## config.mk

```make
export PLATFORM = sky130hd
export DESIGN_NAME = fib_capture_fifo_flat
export DESIGN_NICKNAME = d
export VERILOG_FILES = /design/src/rtl/fib_capture_fifo_if.sv /design/src/rtl/fib_capture_fifo.sv /design/src/flat_wrapper.sv
export SDC_FILE = /design/constraint.sdc
export NUM_CORES = 1
export LEC_CHECK = 0
export CAP_MARGIN = 20
export CELL_PAD_IN_SITES_DETAIL_PLACEMENT = 0
export CELL_PAD_IN_SITES_GLOBAL_PLACEMENT = 2
export CORE_MARGIN = 10
export CORE_UTILIZATION = 35
export DETAILED_ROUTE_END_ITERATION = 16
export PLACE_DENSITY = 0.67
export SLEW_MARGIN = 20
export SYNTH_ARGS = -nofsm -noshare
export SYNTH_HDL_FRONTEND = slang
export SYNTH_SLANG_ARGS = --single-unit
```

## constraint.sdc

```tcl
create_clock -name wb_clk_i -period 5.35 [get_ports wb_clk_i]
set_clock_uncertainty 0.05 [all_clocks]
set_input_delay 1.07 -clock wb_clk_i [delete_from_list [all_inputs] [get_ports wb_clk_i]]
set_output_delay 1.07 -clock wb_clk_i [all_outputs]
set_load 0.1 [all_outputs]
```

## src/rtl/fib_capture_fifo_if.sv

```systemverilog
// Wishbone classic slave bundle for the fibonacci capture buffer.
interface fib_capture_fifo_if;
    logic        wbs_stb_i;
    logic        wbs_cyc_i;
    logic        wbs_we_i;
    logic [3:0]  wbs_sel_i;
    logic [31:0] wbs_adr_i;
    logic [31:0] wbs_dat_i;
    logic        wbs_ack_o;
    logic [31:0] wbs_dat_o;

    modport master (
        output wbs_stb_i, wbs_cyc_i, wbs_we_i, wbs_sel_i, wbs_adr_i, wbs_dat_i,
        input  wbs_ack_o, wbs_dat_o
    );

    modport slave (
        input  wbs_stb_i, wbs_cyc_i, wbs_we_i, wbs_sel_i, wbs_adr_i, wbs_dat_i,
        output wbs_ack_o, wbs_dat_o
    );
endinterface

```

## src/rtl/fib_capture_fifo.sv

```systemverilog
// Captures each stable new value of the fibonacci counter into a FIFO that
// firmware drains over Wishbone; interrupts on fill threshold or overflow.
module fib_capture_fifo #(
    parameter int unsigned WIDTH     = 30,
    parameter int unsigned DEPTH     = 16,
    parameter logic [31:0] BASE_ADDR = 32'h3000_0100
) (
    input  logic              wb_clk_i,
    input  logic              reset_n,
    fib_capture_fifo_if.slave wbs,
    input  logic [WIDTH-1:0]  value_i,
    output logic              irq_o
);
    localparam int unsigned AW = $clog2(DEPTH);
    localparam logic [AW:0] DEPTH_C = DEPTH[AW:0];

    logic [WIDTH-1:0] mem_q [DEPTH];
    logic [AW-1:0]    wr_ptr_q, wr_ptr_d, rd_ptr_q, rd_ptr_d;
    logic [AW:0]      count_q, count_d;
    logic             ovf_q, ovf_d, en_q, en_d;
    logic [7:0]       thr_q, thr_d;
    logic             ack_q, ack_d, irq_q, irq_d;
    logic [31:0]      dat_q, dat_d;
    logic [WIDTH-1:0] sample_q, last_q, last_d;

    logic        hit_data, hit_stat, hit_ctrl, req, wr_en;
    logic        empty, full, pop, push_req, push, clear, ovf_set;
    logic [15:0] count_w;
    logic [31:0] rdata;
    logic        unused_bits;

    assign hit_data = (wbs.wbs_adr_i == BASE_ADDR);
    assign hit_stat = (wbs.wbs_adr_i == BASE_ADDR + 32'd4);
    assign hit_ctrl = (wbs.wbs_adr_i == BASE_ADDR + 32'd8);
    assign req      = wbs.wbs_cyc_i & wbs.wbs_stb_i & ~ack_q & (hit_data | hit_stat | hit_ctrl);
    assign wr_en    = req & wbs.wbs_we_i & (wbs.wbs_sel_i == 4'hF);

    assign count_w  = 16'(count_q);
    assign empty    = (count_q == '0);
    assign full     = (count_q == DEPTH_C);
    assign pop      = req & ~wbs.wbs_we_i & hit_data & ~empty;
    // A value must be seen on two consecutive edges before it counts as new.
    assign push_req = en_q & (value_i == sample_q) & (value_i != last_q);
    assign clear    = wr_en & hit_ctrl & wbs.wbs_dat_i[1];
    assign push     = push_req & (~full | pop) & ~clear;
    assign ovf_set  = push_req & full & ~pop;

    assign unused_bits = ^{wbs.wbs_dat_i[31:19], wbs.wbs_dat_i[17:16], wbs.wbs_dat_i[7:2]};

    always_comb begin
        rdata = '0;
        if (hit_data) begin
            rdata = empty ? 32'h8000_0000 : 32'(mem_q[rd_ptr_q]);
        end else if (hit_stat) begin
            rdata = {13'd0, ovf_q, full, empty, count_w};
        end else if (hit_ctrl) begin
            rdata = {16'd0, thr_q, 7'd0, en_q};
        end
    end

    always_comb begin
        en_d     = en_q;
        thr_d    = thr_q;
        ovf_d    = ovf_q;
        count_d  = count_q;
        wr_ptr_d = wr_ptr_q;
        rd_ptr_d = rd_ptr_q;
        last_d   = push_req ? value_i : last_q;

        if (wr_en && hit_ctrl) begin
            en_d  = wbs.wbs_dat_i[0];
            thr_d = wbs.wbs_dat_i[15:8];
        end

        if (clear) begin
            count_d  = '0;
            wr_ptr_d = '0;
            rd_ptr_d = '0;
            ovf_d    = 1'b0;
        end else begin
            // A fresh overflow event outranks a simultaneous firmware clear.
            if (wr_en && hit_stat && wbs.wbs_dat_i[18]) ovf_d = 1'b0;
            if (ovf_set) ovf_d = 1'b1;
            if (pop)  rd_ptr_d = rd_ptr_q + AW'(1);
            if (push) wr_ptr_d = wr_ptr_q + AW'(1);
            if (push && !pop)      count_d = count_q + (AW+1)'(1);
            else if (pop && !push) count_d = count_q - (AW+1)'(1);
        end

        ack_d = req;
        dat_d = (req && !wbs.wbs_we_i) ? rdata : '0;
        irq_d = ((thr_q != 8'd0) && (count_w >= {8'd0, thr_q})) || ovf_q;
    end

    always_ff @(posedge wb_clk_i or negedge reset_n) begin
        if (!reset_n) begin
            en_q     <= 1'b0;
            thr_q    <= '0;
            ovf_q    <= 1'b0;
            count_q  <= '0;
            wr_ptr_q <= '0;
            rd_ptr_q <= '0;
            sample_q <= '0;
            last_q   <= '0;
            ack_q    <= 1'b0;
            dat_q    <= '0;
            irq_q    <= 1'b0;
        end else begin
            en_q     <= en_d;
            thr_q    <= thr_d;
            ovf_q    <= ovf_d;
            count_q  <= count_d;
            wr_ptr_q <= wr_ptr_d;
            rd_ptr_q <= rd_ptr_d;
            sample_q <= value_i;
            last_q   <= last_d;
            ack_q    <= ack_d;
            dat_q    <= dat_d;
            irq_q    <= irq_d;
        end
    end

    always_ff @(posedge wb_clk_i) begin
        if (push) mem_q[wr_ptr_q] <= value_i;
    end

    assign wbs.wbs_ack_o = ack_q;
    assign wbs.wbs_dat_o = dat_q;
    assign irq_o         = irq_q;
endmodule

```

## src/flat_wrapper.sv

```systemverilog
// flat-port wrapper written by rule: the top's interface ports become plain ports
module fib_capture_fifo_flat 
#(
    parameter int unsigned WIDTH     = 30,
    parameter int unsigned DEPTH     = 16,
    parameter logic [31:0] BASE_ADDR = 32'h3000_0100
)
  (wb_clk_i, reset_n, value_i, irq_o, wbs_wbs_stb_i, wbs_wbs_cyc_i, wbs_wbs_we_i, wbs_wbs_sel_i, wbs_wbs_adr_i, wbs_wbs_dat_i, wbs_wbs_ack_o, wbs_wbs_dat_o);
  fib_capture_fifo_if wbs_i ();
  input  logic wb_clk_i;
  input  logic reset_n;
  input  logic [WIDTH-1:0] value_i;
  output logic irq_o;
  input wire logic [$bits(wbs_i.wbs_stb_i)-1:0] wbs_wbs_stb_i;
  input wire logic [$bits(wbs_i.wbs_cyc_i)-1:0] wbs_wbs_cyc_i;
  input wire logic [$bits(wbs_i.wbs_we_i)-1:0] wbs_wbs_we_i;
  input wire logic [$bits(wbs_i.wbs_sel_i)-1:0] wbs_wbs_sel_i;
  input wire logic [$bits(wbs_i.wbs_adr_i)-1:0] wbs_wbs_adr_i;
  input wire logic [$bits(wbs_i.wbs_dat_i)-1:0] wbs_wbs_dat_i;
  output wire logic [$bits(wbs_i.wbs_ack_o)-1:0] wbs_wbs_ack_o;
  output wire logic [$bits(wbs_i.wbs_dat_o)-1:0] wbs_wbs_dat_o;
  assign wbs_i.wbs_stb_i = wbs_wbs_stb_i;
  assign wbs_i.wbs_cyc_i = wbs_wbs_cyc_i;
  assign wbs_i.wbs_we_i = wbs_wbs_we_i;
  assign wbs_i.wbs_sel_i = wbs_wbs_sel_i;
  assign wbs_i.wbs_adr_i = wbs_wbs_adr_i;
  assign wbs_i.wbs_dat_i = wbs_wbs_dat_i;
  assign wbs_wbs_ack_o = wbs_i.wbs_ack_o;
  assign wbs_wbs_dat_o = wbs_i.wbs_dat_o;
  fib_capture_fifo #(.WIDTH(WIDTH), .DEPTH(DEPTH), .BASE_ADDR(BASE_ADDR)) u_core (.wb_clk_i(wb_clk_i), .reset_n(reset_n), .wbs(wbs_i), .value_i(value_i), .irq_o(irq_o));
endmodule
```

# After elaboration in Yosys (flattened, before gate mapping)
# Memory sizes are Yosys's and may differ from the RTL's.
# Index checks and enable logic that the tools add are counted.
word_totals:
  elab_cells: 83
  memories: 1
  input_bits: 103
  ram_bits: 480
  reg_bits: 117
  output_inout_bits: 34
mem_list:
  columns: ["name", "depth", "word_bits", "read_ports", "rd_clocked_by_memory_dff", "wr", "line", "rtl"]
  rows:
  - ["u_core.mem_q", 16, 30, 1, 0, 1, "fib_capture_fifo.sv:17", "logic [WIDTH-1:0] mem_q [DEPTH];"]
op_classes:
  mux: 17
  addsub: 4
  order_cmp: 1
  n_bitwise: 25
  n_eq_ne: 7
  reduce_logical: 17
ops:
  columns: ["cell", "count"]
  rows:
  - ["two-way mux 32 bit", 4]
  - ["equality test 32 x 30 -> 1 bit (second input constant)", 3]
  - ["equality test 30 bit", 1]
  - ["inequality test 30 bit", 1]
  - ["AND 1 bit", 16]
  - ["two-way mux 16 bit", 1]
  - ["two-way mux 4 bit", 4]
  - ["two-way mux 5 bit", 3]
  - ["adder 4 x 1 -> 4 bit (second input constant)", 2]
  - [">= comparator 5 x 8 -> 1 bit", 1]
  - ["nonzero test 8 bit", 1]
  - ["logical AND 1 bit", 7]
  - ["inverter 1 bit", 6]
  - ["nonzero test 3 bit", 2]
  - ["adder 5 x 1 -> 5 bit (second input constant)", 1]
  - ["equality test 5 bit (second input constant)", 1]
  - ["logical NOT 5 bit", 1]
  - ["two-way mux 1 bit", 5]
  - ["subtractor 5 x 1 -> 5 bit (second input constant)", 1]
  - ["equality test 4 bit (second input constant)", 1]
  - ["nonzero test 2 bit", 2]
  - ["logical NOT 1 bit", 3]
  - ["OR 1 bit", 3]
  - ["logical OR 1 bit", 1]

# Logic depth before layout (Yosys ltp)
# Gate-level depths: netlist of run 1.
depth:
  depth_word: 15
  ltp_mapped: 14

# Worst setup path after synthesis of run 1
# OpenSTA, ideal clock, no wires.
synth_timing:
  path_type: "input -> register"
  start: "input value_i[18]"
  end: "memory u_core.mem_q[12][0] (enable)"
  setup_ns: 0.503
  t_arrival_ns: 5.587
  path_stages: 6
  path_slack_ns: -0.790
  path_cell_list: "xnor2_1 > nand4_1 > or4_1 > a211oi_2 > nand2_2 > nor4b_1"
synth_between:
  elab_chain_cells: 7
  word_cells_on_any_way: 8
  classes_between: "eq/ne: 2; mux: 2; bitwise: 4"
synth_lines:
  columns: ["item", "line", "rtl"]
  rows:
  - ["from (decl)", "flat_wrapper.sv:12", "input logic [WIDTH-1:0] value_i;"]
  - ["equality test 30 bit", "fib_capture_fifo.sv:43", "assign push_req = en_q & (value_i == sample_q) & (value_i != last_q);"]
  - ["AND 1 bit", "fib_capture_fifo.sv:43", null]
  - ["AND 1 bit *", "fib_capture_fifo.sv:43", null]
  - ["AND 1 bit * (2 in a row)", "fib_capture_fifo.sv:45", "assign push = push_req & (~full | pop) & ~clear;"]
  - ["two-way mux 1 bit *", "fib_capture_fifo.sv:124", "if (push) mem_q[wr_ptr_q] <= value_i;"]
  - ["two-way mux 1 bit (implied by the code) *", "fib_capture_fifo.sv:124", null]
  - ["to (decl)", "fib_capture_fifo.sv:17", null]
# Every way passes the cells marked *; elsewhere a longest branch is shown, timed or not.

# Worst setup path after layout of run 1
layout_timing:
  start: "input value_i[14]"
  end: "register u_core.count_q[4]"
layout_between:
  elab_chain_cells: 8
  word_cells_on_any_way: 12
  classes_between: "eq/ne: 2; mux: 2; bitwise: 4; reduce/logical: 4"
layout_lines:
  columns: ["item", "line", "rtl"]
  rows:
  - ["equality test 30 bit", "fib_capture_fifo.sv:43", null]
  - ["AND 1 bit", "fib_capture_fifo.sv:43", null]
  - ["AND 1 bit *", "fib_capture_fifo.sv:43", null]
  - ["AND 1 bit * (2 in a row)", "fib_capture_fifo.sv:45", null]
  - ["logical AND 1 bit or logical NOT 1 bit (tied branches)", "fib_capture_fifo.sv:86, fib_capture_fifo.sv:87", null]
  - ["two-way mux 5 bit or logical AND 1 bit (tied branches)", "fib_capture_fifo.sv:86, fib_capture_fifo.sv:87", null]
  - ["two-way mux 5 bit or nonzero test 3 bit (tied branches)", null, null]
  - ["to (signal assigned)", "fib_capture_fifo.sv:112", "count_q <= count_d;"]
  - ["to (decl)", "fib_capture_fifo.sv:19", "logic [AW:0] count_q, count_d;"]
# Marked as above.
# A chain may end at the register's enable or synchronous reset.

==> reports/qor_table.md, run 1 <==
| Group | Item | This run |
|:---|:---|:---|
| detailed routing | DR DRC count | 0 |
| placement | Estimated wirelength of the detail-placed design | 37600 um |
| logic synthesis | Post-synthesis compound-gate area fraction | 0.0266 |
| detailed routing | Post-route ant nets | 0 |
| global route | Number of global-route vias before repair | 13013 |
| cells and area | Fraction of final layout cells with drive strength greater than 1 | 0.209 |
| outcome | Run status | complete, no violations |
| sta | Max-slew violation total from the final report | 0 |
| floorplanning | Io pins | 137 |
| logic synthesis | Library cells used by synthesis | 50 |
| sta | Post-route setup TNS | 0 ns |
| setup path | Critical Path End Type | flip-flop |
| logic synthesis | Synthesized cell area | 23700 sq um |
| clock network | Total of hold buffers inserted after clock tree synthesis | 0 |
| global route | First-pass GRT wire length | 90700 um |
| placement | DP Area | 26500 sq um |
| placement | Port buffer count | 114 |
| cells and area | Utilization of the core after routing | 0.423 |
| detailed routing | DR iter-0 viols | 923 |
| logic synthesis | Synth Register Bits | 596 |
| logic synthesis | Main combinational cell family by area after synthesis | multiplexers |
| clock network | CTS tree | built |
| clock network | Buffer count from post-CTS setup fixing | 0 |
| clock network | Clock buffer count from CTS | 60 |
| setup path | Critical Path Fanout Max | 5 |
| clock network | Maximum level of the CTS H-tree | 2 |
| cells and area | Most common cell after layout, fill and taps aside | sky130_fd_sc_hd__edfxtp_1 |
| global route | Number of antenna violations at the first check in global routing | 3 |
| cells and area | # diodes | 0 |
| clock network | Clock network latency to the later pin of the worst-skew pair | 0.63 ns |
| detailed routing | Detail-routed via count per cell | 5.19 |
| logic synthesis | Most used flip-flop cell after synthesis | sky130_fd_sc_hd__edfxtp_1 |
| logic synthesis | Parity-gate share of the synthesized area counting xor and xnor cells | 0.0240 |
| floorplanning | Initial standard-cell utilization of the core | 0.353 |
| floorplanning | Height of the die | 280 um |
| global route | GRT overflow | 0 |
| logic synthesis | Register area share after synthesis | 0.730 |
| logic synthesis | Yosys synthesis warning count | 0 |
| logic synthesis | Number of flops mapped to enable cells by yosys | 480 |
| logic synthesis | Net count after synthesis | 1409 |
| pwr | Maximum resistive drop on vdd | 0.000221 V |
| logic synthesis | Synthesized instance count | 1291 |
| sta | Setup repair after global routing missed its margin | no |
| setup path | Classification of the worst setup path | in -> reg |
| min path | Worst min-delay path class | in -> async |
| detailed routing | Drt wl/cell | 25.9 um |
| sta | Worst-margin pin slew | 1.04 ns |
| sta | Period utilisation layout | 0.830 |
| cells and area | Final net count | 1599 |
| logic synthesis | Share of synthesized cell area in and, or, nand and nor gates | 0.0582 |
| detailed routing | Count of vias placed by the detailed router | 12464 |
| cells and area | Final Instance Area | 28400 sq um |
| floorplanning | Core area | 67200 sq um |
| logic synthesis | Top-area cell type share of the netlist area | 0.607 |
| pwr | Power density relative to cell area | 331 nW/um^2 |
| global route | Total GRT Usage | 0.158 |
| setup path | Data arrival time of the worst path | 4.94 ns |
| global route | Largest net degree at the start of global routing | 85 |
| clock network | Number of sinks handled by clock tree synthesis | 596 |
| logic synthesis | Average instance area after synthesis | 18.4 sq um |
| placement | GP Congestion | 0.770 |
| clock network | Post-cts sizing count | 0 |
| logic synthesis | Portion of netlist area occupied by mux cells | 0.139 |
| logic synthesis | Adder-cell area share of the yosys netlist | 0.00822 |
| sta | Worst slew margin | 0.295 |
| job | Max-cap check violation count | 0 |
| pwr | Leakage | 9.41 nW |
| logic synthesis | Leading cell types by total area after synthesis | sky130_fd_sc_hd__edfxtp_1 (61%), sky130_fd_sc_hd__dfrtp_1 (12%), sky130_fd_sc_hd__mux4_2 (12%) |
| logic synthesis | Largest area contributor in the netlist | sky130_fd_sc_hd__edfxtp_1 |
| setup path | Type of element launching the critical path | input port |
| detailed routing | Detailed Routing Iterations Pass 1 | 5 |
| sta | Number of setup violations in the final report | 0 |
| sta | Top achievable clock speed | 0.225 GHz |
| clock network | Clock slew at reported path FFs | 0.06 ns |
| floorplanning | Std-Cell Rows | 95 |
| cells and area | Highest-count cells in the layout ignoring fill and taps | sky130_fd_sc_hd__edfxtp_1 (480), sky130_fd_sc_hd__nand2_1 (133), sky130_fd_sc_hd__mux4_2 (123), sky130_fd_sc_hd__clkdlybuf4s50_1 (113), sky130_fd_sc_hd__dfrtp_1 (113) |
| sta | Crit path time final | 4.44 ns |
| detailed routing | Total routed wirelength | 62200 um |
| setup path | Data required time of the critical path | 5.84 ns |
| floorplanning | Die outline width | 280 um |
| clock network | Longest Clk Path Bufs | 3 |
| sta | Number of hold-slack violations in the final timing report | 0 |
| cells and area | Layout filler cell count | 5846 |
| clock network | Buffer cell driving the clock tree root | sky130_fd_sc_hd__clkbuf_16 |
| floorplanning | Total Die Area | 78600 sq um |
| cells and area | Layout Area Growth over Synthesis | 19.7% |
| logic synthesis | Proportion of synthesized flip-flops having asynchronous set or reset | 0.195 |
==> report_power, final <==
part / internal [mW] / leakage (nW) / switching [mW]
Clock: 2.37 / 0.930 / 1.75
Sequential: 5.02 / 5.84 / 0.00516
Combinational: 0.0975 / 2.65 / 0.154
Total: 7.49 / 9.41 / 1.91
==> worst paths after layout <==
check	start	depth (start not counted)	endpoint	slack [ns]
setup / recovery	value_i[14]	12	u_core.count_q[4]	0.91
hold / removal	reset_n	1	u_core.wbs.wbs_dat_o[25]	0.42
setup reg to reg	u_core.sample_q[9]	11	u_core.count_q[4]	1.53
hold reg to reg	u_core.last_q[20]	2	u_core.last_q[20]	0.43
max in group asynchronous	reset_n	2	u_core.rd_ptr_q[1]	3.73
min in group wb_clk_i	u_core.last_q[20]	2	u_core.last_q[20]	0.43
==> critical path, cell delays in order <==
cell and delay (ns):
sky130_fd_sc_hd__clkdlybuf4s50_1 0.54, sky130_fd_sc_hd__xnor2_1 0.41, sky130_fd_sc_hd__nand4_1 0.16, sky130_fd_sc_hd__or4_1 0.60, sky130_fd_sc_hd__a211oi_4 0.39, sky130_fd_sc_hd__o2111ai_1 0.36
sky130_fd_sc_hd__fa_1 0.50, sky130_fd_sc_hd__a21o_1 0.20, sky130_fd_sc_hd__a21o_1 0.19, sky130_fd_sc_hd__and3_1 0.17, sky130_fd_sc_hd__mux2i_1 0.15, sky130_fd_sc_hd__mux2i_1 0.19
==> area by class of cell <==
cell class	instances	area, sq um	share of cell area
clock inverter	37	347	0.0122
sequential	596	17300	0.610
tap	873	1090	0.0384
multi-input combinational	623	6190	0.218
timing repair buffer	190	1850	0.0651
clock buffer	73	1570	0.0553
inverter	10	37.5	0.00132
==> state kept, by name, indices dropped and copies added, names as in the netlist, 4 cells and up <==
register	count
u_core.mem_q	480
u_core.rd_ptr_q	4
u_core.thr_q	8
u_core.sample_q	30
u_core.wbs.wbs_dat_o	31
u_core.count_q	5
u_core.wr_ptr_q	4
u_core.last_q	30
==> Yosys cell counts (2+ instances only) <==
| library cell | count |
|---|---|
| sky130_fd_sc_hd__edfxtp_1 | 480 |
| sky130_fd_sc_hd__nand2_1 | 133 |
| sky130_fd_sc_hd__mux4_2 | 123 |
| sky130_fd_sc_hd__dfrtp_1 | 116 |
| sky130_fd_sc_hd__xnor2_1 | 63 |
| sky130_fd_sc_hd__mux2i_1 | 44 |
| sky130_fd_sc_hd__clkbuf_1 | 29 |
| sky130_fd_sc_hd__nand4_1 | 25 |
| sky130_fd_sc_hd__nor2_1 | 20 |
| sky130_fd_sc_hd__a21oi_1 | 19 |
| sky130_fd_sc_hd__nor4_1 | 19 |
| sky130_fd_sc_hd__a221oi_1 | 18 |
| sky130_fd_sc_hd__buf_2 | 18 |
| sky130_fd_sc_hd__o21ai_0 | 17 |
| sky130_fd_sc_hd__a22oi_1 | 15 |
| sky130_fd_sc_hd__ha_1 | 14 |
| sky130_fd_sc_hd__nand3_1 | 14 |
| sky130_fd_sc_hd__nor3_1 | 12 |
| sky130_fd_sc_hd__and2_1 | 11 |
| sky130_fd_sc_hd__buf_4 | 10 |
| sky130_fd_sc_hd__inv_1 | 10 |
| sky130_fd_sc_hd__a21o_1 | 8 |
| sky130_fd_sc_hd__mux2_2 | 8 |
| sky130_fd_sc_hd__nor4b_1 | 8 |
| sky130_fd_sc_hd__or4_1 | 7 |
| sky130_fd_sc_hd__a22o_1 | 5 |
| sky130_fd_sc_hd__nor2b_1 | 5 |
| sky130_fd_sc_hd__and3_1 | 4 |
| sky130_fd_sc_hd__buf_1 | 4 |
| sky130_fd_sc_hd__nor3b_1 | 4 |
| sky130_fd_sc_hd__nand2b_1 | 3 |
| sky130_fd_sc_hd__and4_1 | 2 |
| sky130_fd_sc_hd__nand3b_1 | 2 |
| sky130_fd_sc_hd__nor4_2 | 2 |
| sky130_fd_sc_hd__nor4bb_1 | 2 |
| sky130_fd_sc_hd__o21a_1 | 2 |
| sky130_fd_sc_hd__xor2_1 | 2 |
==> per-stage QoR <==
| stage | hold slack, ns | power, mW | std cells | worst slack, ns |
|---|---|---|---|---|
| floorplan | 0.410 | 5.18 | 1291 | -0.790 |
| global placement | 0.420 | 5.38 | 2292 | 0.346 |
| detailed placement | 0.427 | 5.38 | 2292 | 0.339 |
| CTS | 0.440 | 9.51 | 2402 | 0.985 |
| global route | 0.461 | 9.71 | 2402 | 0.720 |
| finish | 0.421 | 9.40 | 2402 | 0.908 |
==> cells by family (layout without fill, tap and decap cells) <==
family	after synthesis	in the layout
buf+inv	72	310
other cells	1	1
flops	596	596
mux	175	175
xor+xnor	65	65
simple gates	276	276
fa+ha+maj	15	15
compound gates	91	91
==> routing by layer <==
layer  global-route usage  wire [um]  vias to the layer above
li1                     -          -                     5525
met1                0.218      27600                     6548
met2                0.257      30100                      308
met3               0.0254       3280                       83
met4               0.0380       1200                        0
met5                    0          0                        -
Power figures use the tool's default switching activity.
==> run 2: changes to the inputs <==
Clock period 5.35 ns to 3.6 ns, I/O delays scaled along.
==> run 2 against run 1 <==
First-iteration DRC count is 9.2% higher. Via count is 4.6% higher. Hold slack worse by 0.34 ns. Core utilization is 2.4 points higher. Sequential cell count stayed put. Critical path type unchanged.
==> reports/qor_table.md, run 2 (synthesis gave the netlist of run 1 again) <==
| Group | Item | This run | Delta |
|:---|:---|:---|:---|
| placement | Port buffer count | 114 | unchanged |
| setup path | Type of element launching the critical path | input port |  |
| detailed routing | DR DRC count | 0 | unchanged |
| setup path | Critical Path Fanout Max | 3 | -2 |
| sta | Number of setup violations in the final report | 0 | unchanged |
| cells and area | Register name with the most flops | u_core.mem_q |  |
| sta | Crit path time final | 3.49 ns |  |
| global route | GRT overflow | 0 | unchanged |
| sta | Worst-margin pin slew | 1.09 ns | +0.0423 ns |
| clock network | Total of hold buffers inserted after clock tree synthesis | 0 | unchanged |
| floorplanning | Std-Cell Rows | 95 | unchanged |
| sta | Max-slew violation total from the final report | 0 | unchanged |
| detailed routing | Drt wl/cell | 25.9 um | +0.10% |
| floorplanning | Core area | 67200 sq um | unchanged |
| placement | DP Area | 27700 sq um | +4.5% |
| floorplanning | Io pins | 137 | unchanged |
| detailed routing | Count of vias placed by the detailed router | 13043 | +4.6% |
| floorplanning | Height of the die | 280 um | unchanged |
| global route | Total GRT Usage | 0.165 | +0.00751 |
| cells and area | Most common cell after layout, fill and taps aside | sky130_fd_sc_hd__edfxtp_1 |  |
| setup path | Register-to-register setup slack | 0.23 ns | -1.30 ns |
| clock network | CTS tree | built |  |
| sta | Top achievable clock speed | 0.287 GHz |  |
| setup path | Worst Setup SP | value_i[17] |  |
| detailed routing | Total routed wirelength | 65100 um | +4.6% |
| clock network | Longest Clk Path Bufs | 3 | unchanged |
| cells and area | Final Instance Area | 30100 sq um | +5.8% |
| min path | Worst min-delay path class | in -> async |  |
| pwr | Maximum resistive drop on vdd | 0.000381 V | +72% |
| pwr | Leakage | 10.4 nW | +11% |
| setup path | Worst reg2reg path endpoint | u_core.count_q[4] |  |
| clock network | Clock slew at reported path FFs | 0.06 ns | about the same |
| sta | Number of hold-slack violations in the final timing report | 0 | unchanged |
| placement | Cell count after placement | 2384 | +4.0% |
| setup path | Data arrival time of the worst path | 3.98 ns | -0.96 ns |
| detailed routing | DR iter-0 viols | 1008 | +9.2% |
| clock network | Number of sinks handled by clock tree synthesis | 596 | unchanged |
| global route | Number of antenna violations at the first check in global routing | 5 | +2 |
| clock network | Buffer cell driving the clock tree root | sky130_fd_sc_hd__clkbuf_16 |  |
| clock network | Maximum level of the CTS H-tree | 2 | unchanged |
| global route | Largest net degree at the start of global routing | 69 | -19% |
| setup path | Critical Path End Type | flip-flop |  |
| floorplanning | Die outline width | 280 um | unchanged |
| cells and area | # diodes | 0 | unchanged |
| global route | First-pass GRT wire length | 95000 um | +4.8% |
| detailed routing | Detailed Routing Iterations Pass 1 | 5 | unchanged |
| job | Max-cap check violation count | 0 | unchanged |
| cells and area | Final net count | 1703 | +6.5% |
| floorplanning | Initial standard-cell utilization of the core | 0.353 | unchanged |
| outcome | Run status | complete, no violations |  |
| cells and area | Fraction of final layout cells with drive strength greater than 1 | 0.287 | +0.0780 |
| detailed routing | Detail-routed via count per cell | 5.20 | +0.18% |
| placement | Estimated wirelength of the detail-placed design | 41000 um | +9.3% |
| global route | Number of global-route vias before repair | 13610 | +4.6% |
| clock network | Clock buffer count from CTS | 60 | unchanged |
| sta | Period utilisation layout | 0.968 |  |
| floorplanning | Total Die Area | 78600 sq um | unchanged |
| cells and area | Non-filler cells in the finished layout | 2509 | +4.5% |
| cells and area | Layout Area Growth over Synthesis | 26.6% |  |
| detailed routing | Post-route ant nets | 0 | unchanged |
| cells and area | Highest-count cells in the layout ignoring fill and taps | sky130_fd_sc_hd__edfxtp_1 (480), sky130_fd_sc_hd__buf_4 (142), sky130_fd_sc_hd__nand2_1 (133), sky130_fd_sc_hd__mux4_2 (123), sky130_fd_sc_hd__dfrtp_1 (113) |  |
| sta | Worst slew margin | 0.275 | -0.0199 |
| setup path | Classification of the worst setup path | in -> reg |  |
| clock network | Clock network latency to the later pin of the worst-skew pair | 0.64 ns | about the same |
| setup path | Data required time of the critical path | 4.10 ns | -1.74 ns |
| setup path | Origin of the critical flop-to-flop path | u_core.sample_q[25] |  |
| setup path | Capture point of the worst path | u_core.count_q[4] |  |
| pwr | Post-route total power | 14.3 mW | +52% |
| setup path | Worst Reg-to-Reg Cells | 12 | +1 |
| placement | GP Congestion | 0.772 | +0.22% |
| cells and area | Flip-flop count of the largest register after layout | 480 | unchanged |
| pwr | Power density relative to cell area | 475 nW/um^2 | +44% |
| cells and area | Layout filler cell count | 5723 | -2.1% |
==> run 2: cell types whose count changed in the layout (fill, tap and decap cells not counted), sizes merged <==
cell,before,now
clkdlybuf4s50,113,79
dlygate4sd2,0,2
clkinv,26,18
inv,11,10
clkbuf,73,86
bufinv,6,5
buf,77,186
dlymetal6s2s,0,27
==> run 2: worst max-delay path: stages <==
cell and delay (ns):
sky130_fd_sc_hd__clkdlybuf4s50_1 0.54, sky130_fd_sc_hd__xnor2_1 0.16, sky130_fd_sc_hd__nand3_1 0.16, sky130_fd_sc_hd__or4_4 0.52, sky130_fd_sc_hd__a211oi_4 0.30, sky130_fd_sc_hd__buf_12 0.15
sky130_fd_sc_hd__o2111ai_4 0.17, sky130_fd_sc_hd__fa_2 0.39, sky130_fd_sc_hd__a21o_1 0.16, sky130_fd_sc_hd__a21o_1 0.18, sky130_fd_sc_hd__and3_1 0.17, sky130_fd_sc_hd__mux2i_1 0.16
sky130_fd_sc_hd__mux2i_1 0.19
==> run 2: final cells by class <==
type | count | area (sq um) | area share
clock buffers | 86 | 1710 | 0.0569
clock inverters | 27 | 305 | 0.0102
inverters | 10 | 37.5 | 0.00125
multi-input cells | 623 | 6610 | 0.220
flip-flops and latches | 596 | 17300 | 0.577
well taps | 873 | 1090 | 0.0363
repair buffers | 294 | 2970 | 0.0989
==> run 2: stage by stage <==
stage | util | TNS [ns] | hold WS (ns) | setup slack, ns
finish | 0.447 | 0 | 0.0810 | 0.114
global route | 0.447 | -0.0198 | 0.116 | -0.0198
CTS | 0.442 | 0 | 0.0778 | 0.0194
detailed placement | 0.412 | -233.37 | 0.424 | -0.731
global placement | 0.412 | -204.38 | 0.418 | -0.686
floorplan | - | -2.75 | 0.374 | -0.0888
==> run 2: power breakdown <==
group / internal (mW) / switching (mW)
combinational: 0.220 / 0.265
sequential: 7.47 / 0.0129
clock: 3.67 / 2.65
total: 11.4 / 2.93
==> run 2: routing by layer <==
layer	GRT usage	share of wire	vias to the layer above
li1	-	-	5725
met1	0.220	0.43	6839
met2	0.271	0.49	384
met3	0.0347	0.062	91
met4	0.0444	0.022	4
met5	0	0.00038	-
==> run 2: worst min path at each step <==
stage | start | endpoint | cells past startpoint | slack [ns]
after floorplan | reset_n | u_core.count_q[0] | 0 | 0.37
after global placement | u_core.last_q[16] | u_core.last_q[16] | 2 | 0.42
after detailed placement | u_core.last_q[1] | u_core.last_q[1] | 2 | 0.42
after CTS | reset_n | u_core.wbs.wbs_dat_o[15] | 1 | 0.08
after global routing | reset_n | u_core.wbs.wbs_dat_o[15] | 1 | 0.12
final | reset_n | u_core.wbs.wbs_dat_o[15] | 1 | 0.08
==> run 2: repair_timing <==
action,in CTS,in global routing
setup endpoints to repair,3,3
pin swaps,1,19
setup buffers,1,10
resized for setup,3,57
gates cloned,0,1
==> run 3: changes to the inputs <==
Settings changed: ABC_AREA set to 1, PLACE_DENSITY 0.67 to 0.73, SETUP_SLACK_MARGIN set to 0.3.
==> run 3 against run 2 <==
First-iteration DRC count up 34%. Cell count up 31%. Global-route usage up 0.94 points. Area after synthesis up 2.6%. Largest cell class unchanged.
==> reports/qor_table.md, run 3 <==
| Group | Item | This run | Delta |
|:---|:---|:---|:---|
| outcome | Run status | complete, no violations |  |
| floorplanning | Io pins | 137 | unchanged |
| global route | First-pass GRT wire length | 107000 um | +12% |
| placement | Port buffer count | 114 | unchanged |
| placement | DP Area | 28100 sq um | +1.4% |
| detailed routing | Count of vias placed by the detailed router | 16644 | +28% |
| sta | Worst-margin pin slew | 1.06 ns | -0.0238 ns |
| detailed routing | Total routed wirelength | 71900 um | +11% |
| logic synthesis | Most used flip-flop cell after synthesis | sky130_fd_sc_hd__edfxtp_1 |  |
| cells and area | Final Instance Area | 30100 sq um | +0.23% |
| floorplanning | Total Die Area | 80500 sq um | +2.4% |
| floorplanning | Std-Cell Rows | 96 | +1.1% |
| sta | Worst slew margin | 0.292 | +0.0174 |
| cells and area | Register name with the most flops | u_core.mem_q |  |
| detailed routing | Post-route ant nets | 0 | unchanged |
| clock network | Clock network latency to the later pin of the worst-skew pair | 0.63 ns | about the same |
| setup path | Number of buffers and inverters on the critical path | 5 | +3 |
| setup path | Data arrival time of the worst path | 3.55 ns | -0.43 ns |
| clock network | Longest Clk Path Bufs | 3 | unchanged |
| placement | Worst slack at placement | -0.312 ns | +0.418 ns |
| cells and area | Most common cell after layout, fill and taps aside | sky130_fd_sc_hd__edfxtp_1 |  |
| setup path | Cell with the biggest individual delay on the critical path | sky130_fd_sc_hd__clkdlybuf4s50_1 |  |
| cells and area | Layout filler cell count | 6262 | +9.4% |
| logic synthesis | Largest area contributor in the netlist | sky130_fd_sc_hd__edfxtp_1 |  |
| clock network | Maximum level of the CTS H-tree | 2 | unchanged |
| detailed routing | Detail-routed via count per cell | 5.08 | -2.3% |
| logic synthesis | Register area share after synthesis | 0.711 | -0.0183 |
| placement | Estimated wirelength of the detail-placed design | 44500 um | +8.4% |
| job | Max-cap check violation count | 0 | unchanged |
| setup path | Register-to-register setup slack | 0.86 ns | +0.63 ns |
| clock network | CTS tree | built |  |
| cells and area | Final net count | 2410 | +42% |
| logic synthesis | Library cells used by synthesis | 51 | +2.0% |
| setup path | Critical Path Fanout Max | 5 | +2 |
| sta | Final Worst Setup Slack | 0.520 ns | +0.406 ns |
| cells and area | Layout Area Growth over Synthesis | 23.7% |  |
| sta | Period utilisation layout | 0.856 | -0.113 |
| floorplanning | Die outline width | 284 um | +1.2% |
| setup path | Data required time of the critical path | 4.07 ns | -0.03 ns |
| placement | GP Congestion | 0.815 | +5.5% |
| pwr | Leakage | 11.2 nW | +7.1% |
| floorplanning | Initial standard-cell utilization of the core | 0.354 | about the same |
| logic synthesis | Top-area cell type share of the netlist area | 0.592 | -0.0152 |
| logic synthesis | Commonest cells post-synth | sky130_fd_sc_hd__edfxtp_1 (480), sky130_fd_sc_hd__nand2_1 (338), sky130_fd_sc_hd__o21ai_0 (226) |  |
| global route | Total GRT Usage | 0.175 | +0.00937 |
| logic synthesis | Synth Register Bits | 596 | unchanged |
| cells and area | Highest-count cells in the layout ignoring fill and taps | sky130_fd_sc_hd__edfxtp_1 (480), sky130_fd_sc_hd__nand2_1 (337), sky130_fd_sc_hd__o21ai_0 (226), sky130_fd_sc_hd__nor2_1 (215), sky130_fd_sc_hd__buf_4 (165) |  |
| sta | Top achievable clock speed | 0.325 GHz | +13% |
| setup path | Longest individual stage delay on the worst path | 0.46 ns | -0.08 ns |
| logic synthesis | Proportion of synthesized flip-flops having asynchronous set or reset | 0.195 | unchanged |
| pwr | Power density relative to cell area | 473 nW/um^2 | -0.56% |
| logic synthesis | Number of flops mapped to enable cells by yosys | 480 | unchanged |
| logic synthesis | Synthesized cell area | 24300 sq um | +2.6% |
| sta | Max-slew violation total from the final report | 0 | unchanged |
| sta | Post-route setup TNS | 0 ns | unchanged |
| detailed routing | DR iter-0 viols | 1346 | +34% |
| global route | Number of global-route vias before repair | 16422 | +21% |
| setup path | CP dominant cell by count | sky130_fd_sc_hd__nand2_1 |  |
| global route | GRT overflow | 0 | unchanged |
| logic synthesis | Leading cell types by total area after synthesis | sky130_fd_sc_hd__edfxtp_1 (59%), sky130_fd_sc_hd__dfrtp_1 (12%), sky130_fd_sc_hd__nand2_1 (5.2%) |  |
| global route | Number of antenna violations at the first check in global routing | 0 | -5 |
| setup path | Type of element launching the critical path | input port |  |
| cells and area | Utilization of the core after routing | 0.438 | -0.00984 |
| floorplanning | Core area | 68800 sq um | +2.5% |
| sta | Setup repair after global routing missed its margin | no |  |
| clock network | Clock slew at reported path FFs | 0.06 ns | about the same |
| setup path | Gate family responsible for the most delay along the worst path | simple AND/OR/NAND/NOR gates |  |
| detailed routing | DR DRC count | 0 | unchanged |
| setup path | Critical Path End Type | flip-flop |  |
| setup path | Classification of the worst setup path | in -> reg |  |
| logic synthesis | Yosys synthesis warning count | 0 | unchanged |
| min path | Worst min-delay path class | in -> async |  |
| detailed routing | Detailed Routing Iterations Pass 1 | 5 | unchanged |
| logic synthesis | Average instance area after synthesis | 11.9 sq um | -35% |
| detailed routing | Drt wl/cell | 22.0 um | -15% |
| pwr | Post-route total power | 14.2 mW | -0.33% |
| sta | Crit path time final | 3.08 ns | -0.406 ns |
| cells and area | Flip-flop count of the largest register after layout | 480 | unchanged |
| clock network | Clock buffer count from CTS | 61 | +1.7% |
| floorplanning | Height of the die | 284 um | +1.2% |
| setup path | Cell breakdown of the critical path | clkdlybuf4s50_1 -> buf_4 -> inv_1 -> nand2_1 -> nand4_1 -> nor3_1 -> nand2_1 -> nor2_1 -> nand2_1 -> nor2_4 -> buf_12 -> nand4_4 -> fa_2 -> nand3_1 -> nand2_1 -> xor2_2 -> inv_1 -> nand2_1 -> nand2_1 -> nand3_1 -> nand2_1 |  |
| sta | Number of hold-slack violations in the final timing report | 0 | unchanged |
| logic synthesis | Synthesized instance count | 2041 | +58% |
| clock network | Number of sinks handled by clock tree synthesis | 596 | unchanged |
| cells and area | Fraction of final layout cells with drive strength greater than 1 | 0.146 | -0.141 |
| logic synthesis | Net count after synthesis | 2159 | +53% |
| pwr | Maximum resistive drop on vdd | 0.000330 V | -13% |
| logic synthesis | Count leader, synth | sky130_fd_sc_hd__edfxtp_1 |  |
| global route | Largest net degree at the start of global routing | 223 | +220% |
| clock network | Buffer cell driving the clock tree root | sky130_fd_sc_hd__clkbuf_16 |  |
| sta | Number of setup violations in the final report | 0 | unchanged |
[run 3: cell types whose count changed after synthesis, moves of 47 or more]
cell / delta
sky130_fd_sc_hd__nand2_1: +205
sky130_fd_sc_hd__mux4_2: -123
sky130_fd_sc_hd__o21ai_0: +209
sky130_fd_sc_hd__nor2_1: +197
sky130_fd_sc_hd__nand3_1: +60
sky130_fd_sc_hd__o221ai_1: +48
sky130_fd_sc_hd__inv_1: +118
sky130_fd_sc_hd__a21oi_1: +47
[run 3: worst paths after layout]
kind | from | to | depth (start not counted)
worst max-delay path | value_i[11] | u_core.count_q[4] | 21
worst min-delay path | reset_n | u_core.en_q | 1
worst max register to register | u_core.sample_q[22] | u_core.count_q[4] | 19
worst min register to register | u_core.last_q[4] | u_core.last_q[4] | 2
max in group asynchronous | reset_n | u_core.wbs.wbs_dat_o[5] | 2
min in group wb_clk_i | u_core.last_q[4] | u_core.last_q[4] | 2
[run 3: cell type report]
type | count | area, sq um | area share
clock buffers | 71 | 1590 | 0.0529
clock inverters | 44 | 404 | 0.0134
diodes | 1 | 2.50 | 0.0000831
flip-flops and latches | 596 | 17300 | 0.575
inverters | 139 | 527 | 0.0175
multi-input cells | 1203 | 6320 | 0.210
well taps | 931 | 1160 | 0.0387
repair buffers | 291 | 2790 | 0.0926
[run 3: per-stage QoR]
stage	instances	hold WS, ns
2_1_floorplan	2041	0.374
3_3_place_gp	3159	0.424
3_5_place_dp	3159	0.429
4_1_cts	3274	0.170
5_1_grt	3275	0.189
6_report	3276	0.152
[run 3: timing repair]
| item | CTS | global route |
|---|---|---|
| hold buffers | 0 | 0 |
| buffers inserted | 0 | 1 |
| resized for setup | 0 | 10 |
| endpoints found under the setup margin | 0 | 375 |
[run 3: logic make-up after synthesis]
kind of cell	after synthesis	synth area share
flops	596	0.711
compound gates	426	0.103
fa+ha+maj	15	0.00802
other cells	1	0.000154
mux	1	0.000411
xor+xnor	31	0.0112
buf+inv	242	0.0386
simple gates	729	0.127
[run 3: layer usage]
layer | share of wire | wire length [um] | vias to the layer above | global-route usage
met3 | 0.056 | 4050 | 99 | 0.0295
met4 | 0.023 | 1660 | 0 | 0.0488
met2 | 0.49 | 35200 | 449 | 0.295
met5 | 0 | 0 | - | 0
met1 | 0.43 | 31000 | 8288 | 0.229
li1 | - | - | 7808 | -
[run 3: power breakdown]
group / switching (mW) / leakage [nW] / internal (mW)
clock: 2.64 / 0.974 / 3.66
combinational: 0.259 / 4.44 / 0.197
sequential: 0.00860 / 5.77 / 7.47
total: 2.91 / 11.2 / 11.3
